$ cat src/rtl/scene_pkg.sv
// Shared types and defaults for the scene controller.
// Latency: none (declarations only).
// Backpressure: not applicable.
package scene_pkg;

    // Encoded width of the controller state.
    localparam int STATE_W = 3;

    // Default clear colour {R,G,B} and clear depth.
    localparam logic [23:0] BG_RGB_DEF = 24'h000000;
    localparam logic [7:0]  Z_FAR_DEF  = 8'hFF;

    typedef enum logic [STATE_W-1:0] {
        S_IDLE    = 3'd0,
        S_CLEAR   = 3'd1,
        S_ISSUE   = 3'd2,
        S_WAIT_LO = 3'd3,
        S_NEXT    = 3'd4,
        S_DONE    = 3'd5
    } scene_state_t;

endpackage

$ cat src/rtl/scene_key_edge.sv
// Registers the start key and flags its rising edge.
// Latency: rise is combinational on key against the previous-cycle value.
// Backpressure: none; a held key yields exactly one pulse.
module key_edge (
    input  logic clk,
    input  logic rst,
    input  logic key,
    output logic rise
);

    logic key_q;

    // Previous key value; resets high so a key held through reset is not a start.
    always_ff @(posedge clk or negedge rst) begin
        if (!rst) begin
            key_q <= 1'b1;
        end else begin
            key_q <= key;
        end
    end

    assign rise = key & ~key_q;

endmodule

$ cat src/rtl/scene_ctrl.sv
// Frame sequencer: optional buffer clear, then one 4-phase handshake per triangle.
// Latency: start edge seen -> CLEAR/ISSUE next cycle; 2**FB_AW clear cycles when enabled.
// Backpressure: ISSUE holds req_1 until ack_1; WAIT_LO holds until ack_1 drops.
// Build option: define SCENE_CLEAR_EN to include the frame/Z buffer clear phase.
module scene_ctrl
    import scene_pkg::*;
#(
    parameter int          N_TRI  = 16,
    parameter int          ROM_AW = 4,
    parameter int          FB_AW  = 16,
    parameter logic [23:0] BG_RGB = BG_RGB_DEF,
    parameter logic [7:0]  Z_FAR  = Z_FAR_DEF
) (
    input  logic              clk,
    input  logic              rst,
    input  logic              key1,
    output logic              req_1,
    input  logic              ack_1,
    output logic [ROM_AW-1:0] rom_addr,
    output logic              clr_we,
    output logic [FB_AW-1:0]  clr_addr,
    output logic [23:0]       clr_rgb,
    output logic [7:0]        clr_z,
    output logic              busy,
    output logic              frame_done
);

    // Index of the final triangle; the counter stops here rather than wrapping.
    localparam logic [ROM_AW-1:0] LAST_IDX = ROM_AW'(N_TRI - 1);

    scene_state_t      state;
    scene_state_t      state_nxt;
    logic [ROM_AW-1:0] idx;
    logic              start;

    key_edge u_key_edge (
        .clk  (clk),
        .rst  (rst),
        .key  (key1),
        .rise (start)
    );

    // State register.
    always_ff @(posedge clk or negedge rst) begin
        if (!rst) begin
            state <= S_IDLE;
        end else begin
            state <= state_nxt;
        end
    end

    // Next-state decode and Moore outputs.
    always_comb begin
        state_nxt  = state;
        req_1      = 1'b0;
        busy       = 1'b1;
        frame_done = 1'b0;
        clr_we     = 1'b0;
        case (state)
            S_IDLE: begin
                busy = 1'b0;
                if (start) begin
`ifdef SCENE_CLEAR_EN
                    state_nxt = S_CLEAR;
`else
                    state_nxt = S_ISSUE;
`endif
                end
            end
            S_CLEAR: begin
`ifdef SCENE_CLEAR_EN
                clr_we = 1'b1;
                if (clr_addr == {FB_AW{1'b1}}) begin
                    state_nxt = S_ISSUE;
                end
`else
                state_nxt = S_IDLE;
`endif
            end
            S_ISSUE: begin
                req_1 = 1'b1;
                if (ack_1) begin
                    state_nxt = S_WAIT_LO;
                end
            end
            S_WAIT_LO: begin
                if (!ack_1) begin
                    state_nxt = S_NEXT;
                end
            end
            S_NEXT: begin
                state_nxt = (idx == LAST_IDX) ? S_DONE : S_ISSUE;
            end
            S_DONE: begin
                frame_done = 1'b1;
                state_nxt  = S_IDLE;
            end
            default: begin
                state_nxt = S_IDLE;
            end
        endcase
    end

    // Triangle index: advances only in NEXT, so it never moves while req_1 is high.
    always_ff @(posedge clk or negedge rst) begin
        if (!rst) begin
            idx <= '0;
        end else if (state == S_DONE) begin
            idx <= '0;
        end else if (state == S_NEXT && idx != LAST_IDX) begin
            idx <= idx + 1'b1;
        end
    end

    assign rom_addr = idx;

`ifdef SCENE_CLEAR_EN
    logic [FB_AW-1:0] clr_cnt;

    // Clear address: sweeps every location once, wrapping back to 0 on exit.
    always_ff @(posedge clk or negedge rst) begin
        if (!rst) begin
            clr_cnt <= '0;
        end else if (state == S_CLEAR) begin
            clr_cnt <= clr_cnt + 1'b1;
        end else begin
            clr_cnt <= '0;
        end
    end

    assign clr_addr = clr_cnt;
`else
    assign clr_addr = '0;
`endif

    assign clr_rgb = BG_RGB;
    assign clr_z   = Z_FAR;

endmodule
$ cat config.mk
export PLATFORM = sky130hd
export DESIGN_NAME = scene_ctrl
export DESIGN_NICKNAME = d
export VERILOG_FILES = /design/src/rtl/scene_pkg.sv /design/src/rtl/scene_key_edge.sv /design/src/rtl/scene_ctrl.sv
export SDC_FILE = /design/constraint.sdc
export NUM_CORES = 1
export LEC_CHECK = 0
export ABC_CLOCK_PERIOD_IN_PS = 1320
export BUFFER_PORTS_ARGS = -buffer_cell sky130_fd_sc_hd__buf_4
export CORE_MARGIN = 1
export CORE_UTILIZATION = 35
export CTS_CLUSTER_DIAMETER = 200
export DETAILED_ROUTE_END_ITERATION = 6
export GPL_TIMING_DRIVEN = 0
export PLACE_DENSITY_LB_ADDON = 0.1
export SYNTH_ARGS = -nofsm -noshare
export SYNTH_HDL_FRONTEND = slang
export SYNTH_HIERARCHICAL = 1
export SYNTH_SLANG_ARGS = --single-unit
$ cat constraint.sdc
create_clock -name clk -period 1.32 [get_ports clk]
set_input_delay 0.198 -clock clk [delete_from_list [all_inputs] [get_ports clk]]
set_output_delay 0.198 -clock clk [all_outputs]
set_load 0.05 [all_outputs]
# --- After elaboration in Yosys (flattened, before gate mapping) ---
# Index checks and enable logic that the tools add are counted.
classes:
  n_shift: 0
  n_reduce_logical: 4
  eq_ne: 9
  n_mux: 10
  order_cmp: 0
  n_div: 0
  multipliers: 0
  addsub: 1
  bitwise_logic: 2
ops:
  columns: ["cell", "count"]
  rows:
  - ["2-to-1 mux 3 bit", 4]
  - ["one-hot mux 3 bit (4 select lines)", 1]
  - ["2-to-1 mux 4 bit", 2]
  - ["== test 3 x 2 -> 1 bit, second input constant", 2]
  - ["== test 3 bit, second input constant", 2]
  - ["!= test 2 bit, second input constant", 3]
  - ["adder 4 x 1 -> 4 bit, second input constant", 1]
  - ["== test 4 bit, second input constant", 1]
  - ["!= test 4 bit, second input constant", 1]
  - ["zero test 3 bit", 1]
  - ["2-to-1 mux 1 bit", 3]
  - ["AND reduction 3 bit", 1]
  - ["nonzero test 2 bit", 1]
  - ["bitwise AND 1 bit", 1]
  - ["logical AND 1 bit", 1]
  - ["inverter 1 bit", 1]
word_totals:
  mem_count: 0
  latchBits: 0
  ff_bits: 8
  ram_bits: 0
  romBits: 0
  output_inout_bits: 56
  wordCells: 29

# --- Logic depth before layout (Yosys ltp) ---
# Gate-level depths: netlist (run 1).
depth:
  ltp_word: 4
  ltp_mapped: 5

# --- Modules after synthesis ---
# Netlist (run 1), hierarchy kept.
by_module_without_submodules:
  columns: ["module", "area_per_inst_um2", "seq_area_each_um2", "n_inst", "cells_each"]
  rows:
  - ["scene_ctrl", 740.7, 175.2, 1, 90]
  - ["key_edge", 40.0, 26.3, 1, 2]

# --- Worst setup path before layout (run 1) ---
# Ideal clock, no wire load.
synth_timing:
  path_type: "reg2reg"
  from: "register idx[0], in the netlist rom_addr[0]"
  to: "register idx[1], in the netlist rom_addr[1]"
  arrival_time_ns: 1.622
  synth_period_minus_slack_ns: 1.706
  slack_ns: -0.386
  stages_incl_launch_ff: 6
  path_buffers: 1
  cell_sequence: "dfrtp_1 > ha_1 > and3_1 > clkbuf_1 > or3b_1 > a21oi_1"
synth_via:
  elab_chain_cells: 3
synth_lines:
  columns: ["element", "line_no", "rtl"]
  rows:
  - ["start: declaration", "scene_ctrl.sv:33", "logic [ROM_AW-1:0] idx;"]
  - ["start signal: assignment", "scene_ctrl.sv:111", "idx <= idx + 1'b1;"]
  - ["adder 4 x 1 -> 4 bit / != test 4 bit (equally long branches)", "scene_ctrl.sv:111, scene_ctrl.sv:110", null]
  - ["2-to-1 mux 4 bit / logical AND 1 bit (equally long branches)", "scene_ctrl.sv:110", "end else if (state == S_NEXT && idx != LAST_IDX) begin"]
  - ["2-to-1 mux 4 bit / nonzero test 2 bit (equally long branches)", null, null]
# Several ways; a longest one is shown, not always the timed one. The select of a mux whose other input is x is not followed.
# A chain may end at the register's enable or synchronous reset.

# --- Worst setup path after layout (run 1) ---
layout_timing:
  from: "register state[2]"
  to: "output busy"
layout_via:
  elab_chain_cells: 2
layout_lines:
  columns: ["element", "line_no", "rtl"]
  rows:
  - ["start: declaration", "scene_ctrl.sv:31", "scene_state_t state;"]
  - ["start signal: assignment", "scene_ctrl.sv:48", "state <= state_nxt;"]
  - ["zero test 3 bit", "scene_ctrl.sv:59", "case (state)"]
  - ["2-to-1 mux 1 bit", "scene_ctrl.sv:59", null]
  - ["end: declaration", "scene_ctrl.sv:24", "output logic busy,"]
# Every way passes these cells.

==> results of run 1 <==
-- registers in the layout, summed over array words and instances, names as in the netlist --
signal	flops
rom_addr	4
state	3
u_key_edge/key_q	1
-- power by group through the flow --
stage          combinational, mW  clock [mW]  sequential [mW]
5_1_grt                     1.21       0.232            0.409
2_1_floorplan              0.684           0            0.491
3_5_place_dp               0.926           0            0.404
3_3_place_gp               0.920           0            0.401
4_1_cts                     1.07       0.219            0.385
6_report                    1.15       0.209            0.400
-- worst reg2reg max path, stage by stage (launching register included) --
cell,delay [ns]
dfrtp_2,0.44
or3b_4,0.43
or3b_4,0.38
a21oi_2,0.11
-- metrics by stage --
step	setup slack (ns)	hold slack (ns)	utilization	instances
floorplan	-0.210	-0.0976	-	139
global placement	-0.204	0.0204	0.537	176
detailed placement	-0.229	0.0219	0.537	176
CTS	-0.116	0.0386	0.577	183
global route	-0.171	0.0299	0.602	185
finish	-0.132	0.0495	0.602	185
-- synthesized netlist by cell type --
cell and instances:
a21oi_1 6, and2_1 1, and3_1 1, buf_4 49, clkbuf_1 1, clkbuf_2 1, conb_1 2, dfrtp_1 7
dfstp_2 1, ha_1 1, inv_1 1, nand2_1 1, nand2b_1 2, nand3_1 1, nand3b_1 1, nor2_1 1
nor2b_1 2, nor2b_4 1, o21ai_0 4, o21bai_1 1, o22ai_1 1, o31ai_1 1, or3_1 3, or3b_1 2
-- final cells by class --
cell class                      instances  area share
Sequential cell                         8       0.170
Clock buffer                            4      0.0216
Timing Repair Buffer                   17       0.122
Tap cell                               27      0.0277
Buffer                                 49       0.302
Multi-Input combinational cell         79       0.354
Inverter                                1     0.00308
-- layer usage --
metal | vias up | track usage | part of all wire
met1 | 245 | 0.114 | 0.39
li1 | 329 | - | -
met2 | 36 | 0.203 | 0.51
met4 | 0 | 0.0441 | 0
met3 | 0 | 0.0592 | 0.097
met5 | - | 0 | 0
-- cells by family (layout without fill, tap and decap cells) --
| kind of cell | count (synthesis) | in the layout |
|---|---|---|
| fa+ha+maj | 1 | 1 |
| flops | 8 | 8 |
| simple gates | 16 | 16 |
| compound gates | 13 | 13 |
| buf+inv | 52 | 71 |
| other cells | 2 | 49 |
-- worst paths after layout --
| path | from | end | slack, ns | cells past startpoint |
|---|---|---|---|---|
| max | state[2] | busy | -0.13 | 2 |
| min | key1 | u_key_edge/key_q | 0.05 | 1 |
| max reg2reg | state[1] | rom_addr[1] | -0.11 | 3 |
| min reg2reg | state[2] | state[1] | 0.54 | 1 |
| max in group asynchronous | rst | u_key_edge/key_q | 0.82 | 2 |
| min in group asynchronous | rst | rom_addr[1] | 0.29 | 2 |
-- timing repair --
| item | 4_1_cts | 5_1_grt |
|---|---|---|
| endpoints found under the setup margin | 6 | 6 |
| hold buffers | 1 | 0 |
| buffers inserted | 4 | 2 |
| gates resized for setup | 8 | 9 |
| pin swaps | 5 | 3 |
| endpoints found under the hold margin | 8 | 0 |
==> flow_summary.json, run 1 <==
{
  "path_clk_slew_ns": 0.06,
  "comb_power_share": 0.654,
  "violations": "negative setup slack",
  "grt_max_degree": 9,
  "io_pins": 60,
  "cts.path.max_buffers": 2,
  "status": "complete, but fails checks",
  "ir_drop_uv": 809,
  "cp-end-kind": "primary output",
  "start_kind": "register",
  "syn_to_final_growth_pct": 55.9,
  "total_leakage_power_nw": 0.700,
  "grt_pass1_vias": 490,
  "synth_top_family_by_area": "buffers and inverters",
  "yosys.area_share.simple": 0.138,
  "slowest_delay_ns": 0.42,
  "start_util": 0.386,
  "final_nets": 164,
  "crit_path_cell_trace": "or3_4 > buf_8",
  "ys_seq_area_frac": 0.258,
  "tns_ns": -0.518,
  "power_density_nw_per_um2": 1450,
  "fin_worst_skew_ns": 0.00149,
  "intPower_mw": 0.860,
  "grt_first_pass_wirelength_um": 2080,
  "synth-compound-area-share": 0.0913,
  "ant_nets": 0,
  "cts_buffers": 3,
  "required_ns": 1.12,
  "drv_cap": 0,
  "drtPass1Iterations": 2,
  "diodes": 0,
  "cp_slowest_cell": "dfrtp_1",
  "drtIter0Drc": 4,
  "synth.area.mux_share": 0,
  "setup_viol": 6,
  "gp_congestion": 0.667,
  "synth_area_um2": 781,
  "ys_ff_latch": 8,
  "ff_latch_area_um2": 206,
  "core_um2": 2020,
  "crit_fanout": 5,
  "die_h_um": 49.2,
  "die_area_um2": 2420,
  "switchingPower_mw": 0.901,
  "drive_gt1_frac": 0.538,
  "crit_type": "register to primary output",
  "cts_tree": "built",
  "cp_top_family": "flip-flops",
  "seqPwrFrac": 0.227,
  "worstSkewPairLatency_ns": 0.26,
  "dp_hpwl_um": 1010,
  "cts-root-buf": "clkbuf_4",
  "die_w_um": 49.2,
  "multiInputGateArea_um2": 430,
  "synth_top_area_frac": 0.471,
  "synth_largest_area_cell": "buf_4",
  "remaining_drc_errors": 0,
  "cts_sinks": 8,
  "synth_fa_ha_area_frac": 0.0160,
  "rsz0062_at_grt": "yes",
  "layout_commonest_cell": "buf_4",
  "slew_viol_final": 0,
  "placed_cell_area_um2": 1080,
  "yosys_warnings": 6,
  "synthXorXnorAreaFrac": 0,
  "sw_frac_of_total": 0.512,
  "max_freq_ghz": 0.689,
  "synthCells": 92,
  "rows": 16,
  "fin_crit_ns": 1.45,
  "fin_crit_sh": 1.10,
  "finalHoldViolCount": 0,
  "dr_total_vias": 610,
  "p_total_mw": 1.76,
  "power_frac_clock": 0.119,
  "port_buffers": 10,
  "track_usage": 0.116,
  "min_path_type": "input port to register",
  "grt_remaining_overflow": 0,
  "cp.arrival_ns": 1.25,
  "nFillCells": 187,
  "final_cell_mix": "buf_4 (62), conb_1 (49), o21ai_0 (4), a21oi_1 (4), dfrtp_2 (4)",
  "setup_slack_ns": -0.132,
  "wire_per_inst_um": 7.60,
  "htree_levels": 1,
  "finalInstanceArea_um2": 1220,
  "antenna_found_initial": 0,
  "netlist_top_cells_area": "buf_4 (47%), dfrtp_1 (22%), a21oi_1 (3.8%)",
  "avgSynthCellArea_um2": 8.49,
  "vias_per_cell": 3.30,
  "synth_cell_types": 24,
  "crit_buf_inv": 1,
  "drt_wl_total_um": 1410
}
(Power assumes the default switching activity.)
==> run 2, diff against run 1 <==
- ABC_CLOCK_PERIOD_IN_PS: 1320 -> 1800
- CORE_UTILIZATION: 35 -> 42
- HOLD_SLACK_MARGIN: unset -> 0.15
- SKIP_LAST_GASP: unset -> 1
- clock period: 1.32 -> 1.8 ns (I/O delays scaled with it)
==> flow_summary.json, run 2 (synthesized netlist as in run 1, its figures left out) <==
{
  "slew_viol_final": 0,
  "fin_crit_sh": 0.921,
  "cts.path.max_buffers": 2,
  "fin_worst_skew_ns": 0.00410,
  "core_um2": 1730,
  "crit_type": "register to primary output",
  "placed_cell_area_um2": 1060,
  "grt_pass1_vias": 400,
  "largest_register_ffs": 4,
  "ir_drop_uv": 734,
  "stdcell_count": 180,
  "drtPass1Iterations": 4,
  "dr_total_vias": 595,
  "cts-root-buf": "clkbuf_4",
  "finalInstanceArea_um2": 1110,
  "remaining_drc_errors": 0,
  "power_density_nw_per_um2": 998,
  "gp_congestion": 0.750,
  "rr_endpoint": "rom_addr[0]",
  "drive_gt1_frac": 0.419,
  "start_util": 0.452,
  "max_freq_ghz": 0.604,
  "io_pins": 60,
  "grt_max_degree": 9,
  "cp-end-kind": "primary output",
  "rows": 15,
  "dp.cells": 174,
  "reg2reg_slack_ns": 0.24,
  "die_w_um": 45.1,
  "cp-startpoint": "state[1]",
  "crit_fanout": 5,
  "drtIter0Drc": 5,
  "path_clk_slew_ns": 0.06,
  "total_leakage_power_nw": 0.669,
  "min_path_type": "input port to register",
  "cts_tree": "built",
  "layout_commonest_cell": "buf_4",
  "start_kind": "register",
  "worstSkewPairLatency_ns": 0.25,
  "grt_first_pass_wirelength_um": 1660,
  "grt_remaining_overflow": 0,
  "tns_ns": 0,
  "finalHoldViolCount": 0,
  "r2r_start": "rom_addr[0]",
  "htree_levels": 1,
  "final_cell_mix": "buf_4 (59), conb_1 (49), dfrtp_1 (7)",
  "ant_nets": 0,
  "reg2reg_depth": 5,
  "final_util": 0.643,
  "fin_hold_ws_ns": 0.291,
  "port_buffers": 10,
  "final_nets": 161,
  "drt_wl_total_um": 1170,
  "endpoint": "frame_done",
  "cts_buffers": 3,
  "drv_cap": 0,
  "vias_per_cell": 3.31,
  "setup_viol": 0,
  "required_ns": 1.53,
  "crit_path_cell_trace": "nor2b_1 > and2_1 > buf_4",
  "rsz0062_at_grt": "no",
  "slowest_delay_ns": 0.42,
  "status": "finished clean",
  "diodes": 0,
  "postCtsSetupRepairBufs": 0,
  "antenna_found_initial": 0,
  "dp_hpwl_um": 978,
  "cts_sinks": 8,
  "die_h_um": 45.1,
  "cp_slowest_cell": "dfrtp_1",
  "track_usage": 0.114,
  "syn_to_final_growth_pct": 42.1,
  "wire_per_inst_um": 6.51,
  "die_area_um2": 2040,
  "fin_crit_ns": 1.66,
  "cp.arrival_ns": 1.39
}
run 2: area by class of cell:
| type | instances | area [µm²] |
|---|---|---|
| Sequential cell | 8 | 201 |
| Fill cell | 161 | 617 |
| Tap cell | 25 | 31.3 |
| Inverter | 1 | 3.75 |
| Timing Repair Buffer | 12 | 95.1 |
| Multi-Input combinational cell | 79 | 375 |
| Clock buffer | 4 | 26.3 |
| Buffer | 51 | 377 |
run 2: metrics by stage:
step           power [mW]  setup WS (ns)
6_report             1.11          0.143
5_1_grt              1.17         0.0632
4_1_cts              1.11          0.141
3_5_place_dp        0.955          0.246
3_3_place_gp        0.947          0.293
2_1_floorplan       0.841         0.0944
run 2: how the worst min path moves through the flow:
stage           from          end  cells past startpoint
5_1_grt        ack_1     state[0]                      3
3_3_place_gp     rst  rom_addr[3]                      1
3_5_place_dp     rst  rom_addr[3]                      1
4_1_cts        ack_1     state[0]                      3
2_1_floorplan    rst  rom_addr[0]                      0
6_report       ack_1     state[0]                      3
run 2: what timing repair did:
item                                   CTS  global route
hold buffers                             2             0
gates resized for setup                  0             0
endpoints found under the hold margin    9             0
run 2: metal layers:
layer | GRT usage | vias up | share of wire
li1 | - | 324 | -
met1 | 0.136 | 226 | 0.44
met2 | 0.183 | 43 | 0.41
met3 | 0.0280 | 2 | 0.14
met4 | 0.0727 | 0 | 0.0034
met5 | 0 | - | 0
run 2: critical path, delay by kind of cell, from the launching register on:
family	cells	cell delay [ns]
and+or+nand+nor	2	0.50
DFF	1	0.42
buffers and inverters	1	0.22
run 2: report_power, final:
group / total [mW] / leakage, nW / internal [mW] / switching (mW)
clock: 0.148 / 0.0150 / 0.0850 / 0.0634
combinational: 0.678 / 0.552 / 0.197 / 0.481
sequential: 0.281 / 0.102 / 0.226 / 0.0554
==> run 3, diff against run 2 <==
- BUFFER_PORTS_ARGS: -buffer_cell sky130_fd_sc_hd__buf_4 -> -buffer_cell sky130_fd_sc_hd__buf_2
==> flow_summary.json, run 3 (synthesized netlist as in run 1, its figures left out) <==
{
  "status": "finished clean",
  "die_w_um": 45.1,
  "max_freq_ghz": 0.607,
  "postCtsSetupRepairBufs": 0,
  "cp-end-kind": "primary output",
  "dr_total_vias": 603,
  "crit_fanout": 5,
  "crit_type": "register to primary output",
  "crit_path_cell_trace": "nor2b_2 > and2_1 > buf_2",
  "ir_drop_uv": 767,
  "start_util": 0.452,
  "required_ns": 1.53,
  "die_h_um": 45.1,
  "syn_to_final_growth_pct": 39.3,
  "fin_crit_ns": 1.65,
  "port_buffers": 10,
  "cts.path.max_buffers": 2,
  "intPower_mw": 0.479,
  "rsz0062_at_grt": "no",
  "drt_wl_total_um": 1200,
  "grt_remaining_overflow": 0,
  "crit_buf_inv": 1,
  "cts-root-buf": "clkbuf_4",
  "drive_gt1_frac": 0.426,
  "path_clk_slew_ns": 0.06,
  "gp_congestion": 0.745,
  "fin_hold_ws_ns": 0.263,
  "rows": 15,
  "sw_frac_of_total": 0.558,
  "ant_nets": 0,
  "seqPwrFrac": 0.262,
  "total_leakage_power_nw": 0.664,
  "tns_ns": 0,
  "grt_first_pass_wirelength_um": 1700,
  "slowest_delay_ns": 0.40,
  "htree_levels": 1,
  "antenna_found_initial": 0,
  "power_frac_clock": 0.142,
  "drtPass1Iterations": 3,
  "vias_per_cell": 3.35,
  "finalHoldViolCount": 0,
  "final_cell_mix": "buf_4 (49), conb_1 (49), buf_2 (10)",
  "min_path_type": "input port to register",
  "drtIter0Drc": 5,
  "drv_cap": 0,
  "largest_register_ffs": 4,
  "slew_viol_final": 0,
  "final_nets": 161,
  "cp.arrival_ns": 1.38,
  "wire_per_inst_um": 6.68,
  "cp_top_family": "simple AND/OR/NAND/NOR gates",
  "io_pins": 60,
  "core_um2": 1730,
  "cts_tree": "built",
  "setup_viol": 0,
  "cts_sinks": 8,
  "power_density_nw_per_um2": 997,
  "track_usage": 0.122,
  "worstSkewPairLatency_ns": 0.26,
  "grt_max_degree": 9,
  "diodes": 0,
  "comb_power_share": 0.596,
  "grt_pass1_vias": 397,
  "nFillCells": 154,
  "fin_crit_sh": 0.915,
  "dp_hpwl_um": 948,
  "die_area_um2": 2040,
  "cp_slowest_cell": "dfrtp_1",
  "cts_buffers": 3,
  "remaining_drc_errors": 0,
  "fin_worst_skew_ns": 0.000760,
  "start_kind": "register",
  "switchingPower_mw": 0.605
}
==> run 3: worst paths after layout <==
| kind | start | to | slack [ns] | depth (start not counted) |
|---|---|---|---|---|
| worst max-delay path | state[2] | frame_done | 0.15 | 3 |
| worst min-delay path | ack_1 | state[0] | 0.26 | 3 |
| worst max register to register | rom_addr[0] | rom_addr[0] | 0.25 | 5 |
| worst min register to register | state[2] | state[1] | 0.52 | 1 |
| max in group asynchronous | rst | u_key_edge/key_q | 1.18 | 2 |
| min in group asynchronous | rst | rom_addr[3] | 0.38 | 2 |
==> run 3: layer usage <==
| metal | vias to the layer above | track usage | routed length (µm) |
|---|---|---|---|
| met4 | 0 | 0.0909 | 19 |
| met2 | 44 | 0.180 | 519 |
| li1 | 324 | - | - |
| met1 | 231 | 0.144 | 509 |
| met5 | - | 0 | 0 |
| met3 | 4 | 0.0480 | 153 |
==> run 3: area by class of cell <==
cell class | instances | area [µm²] | share of cell area
multi-input cells | 79 | 378 | 0.348
plain buffers | 51 | 377 | 0.346
flip-flops and latches | 8 | 201 | 0.185
repair buffers | 12 | 70.1 | 0.0644
well taps | 25 | 31.3 | 0.0288
clock buffers | 4 | 26.3 | 0.0242
inverters | 1 | 3.75 | 0.00345
==> run 3: timing repair <==
action / in CTS / in global routing
setup endpoints to repair: 0 / 1
hold buffers: 2 / 0
gates resized for setup: 0 / 1
endpoints found under the hold margin: 9 / 0
==> run 3: power groups by stage <==
stage / Sequential (mW) / Clock [mW] / Combinational (mW)
2_1_floorplan: 0.347 / 0 / 0.493
3_3_place_gp: 0.281 / 0 / 0.633
3_5_place_dp: 0.285 / 0 / 0.637
4_1_cts: 0.282 / 0.159 / 0.643
5_1_grt: 0.292 / 0.171 / 0.690
6_report: 0.284 / 0.154 / 0.646
==> run 3: worst reg2reg max path: stages (launching register included) <==
cell	delay [ns]
dfrtp_1	0.42
ha_1	0.24
and3_1	0.14
clkbuf_1	0.16
or3_1	0.37
a21oi_1	0.15
==> run 3: per-stage QoR <==
stage	instances	total power [mW]	util	area [µm²]	worst slack, ns
after global placement	174	0.915	0.601	1040	0.295
after floorplan	139	0.841	-	957	0.0944
after global routing	180	1.15	0.630	1090	0.0720
final	180	1.08	0.630	1090	0.154
after detailed placement	174	0.921	0.601	1040	0.249
after CTS	180	1.08	0.628	1080	0.0851
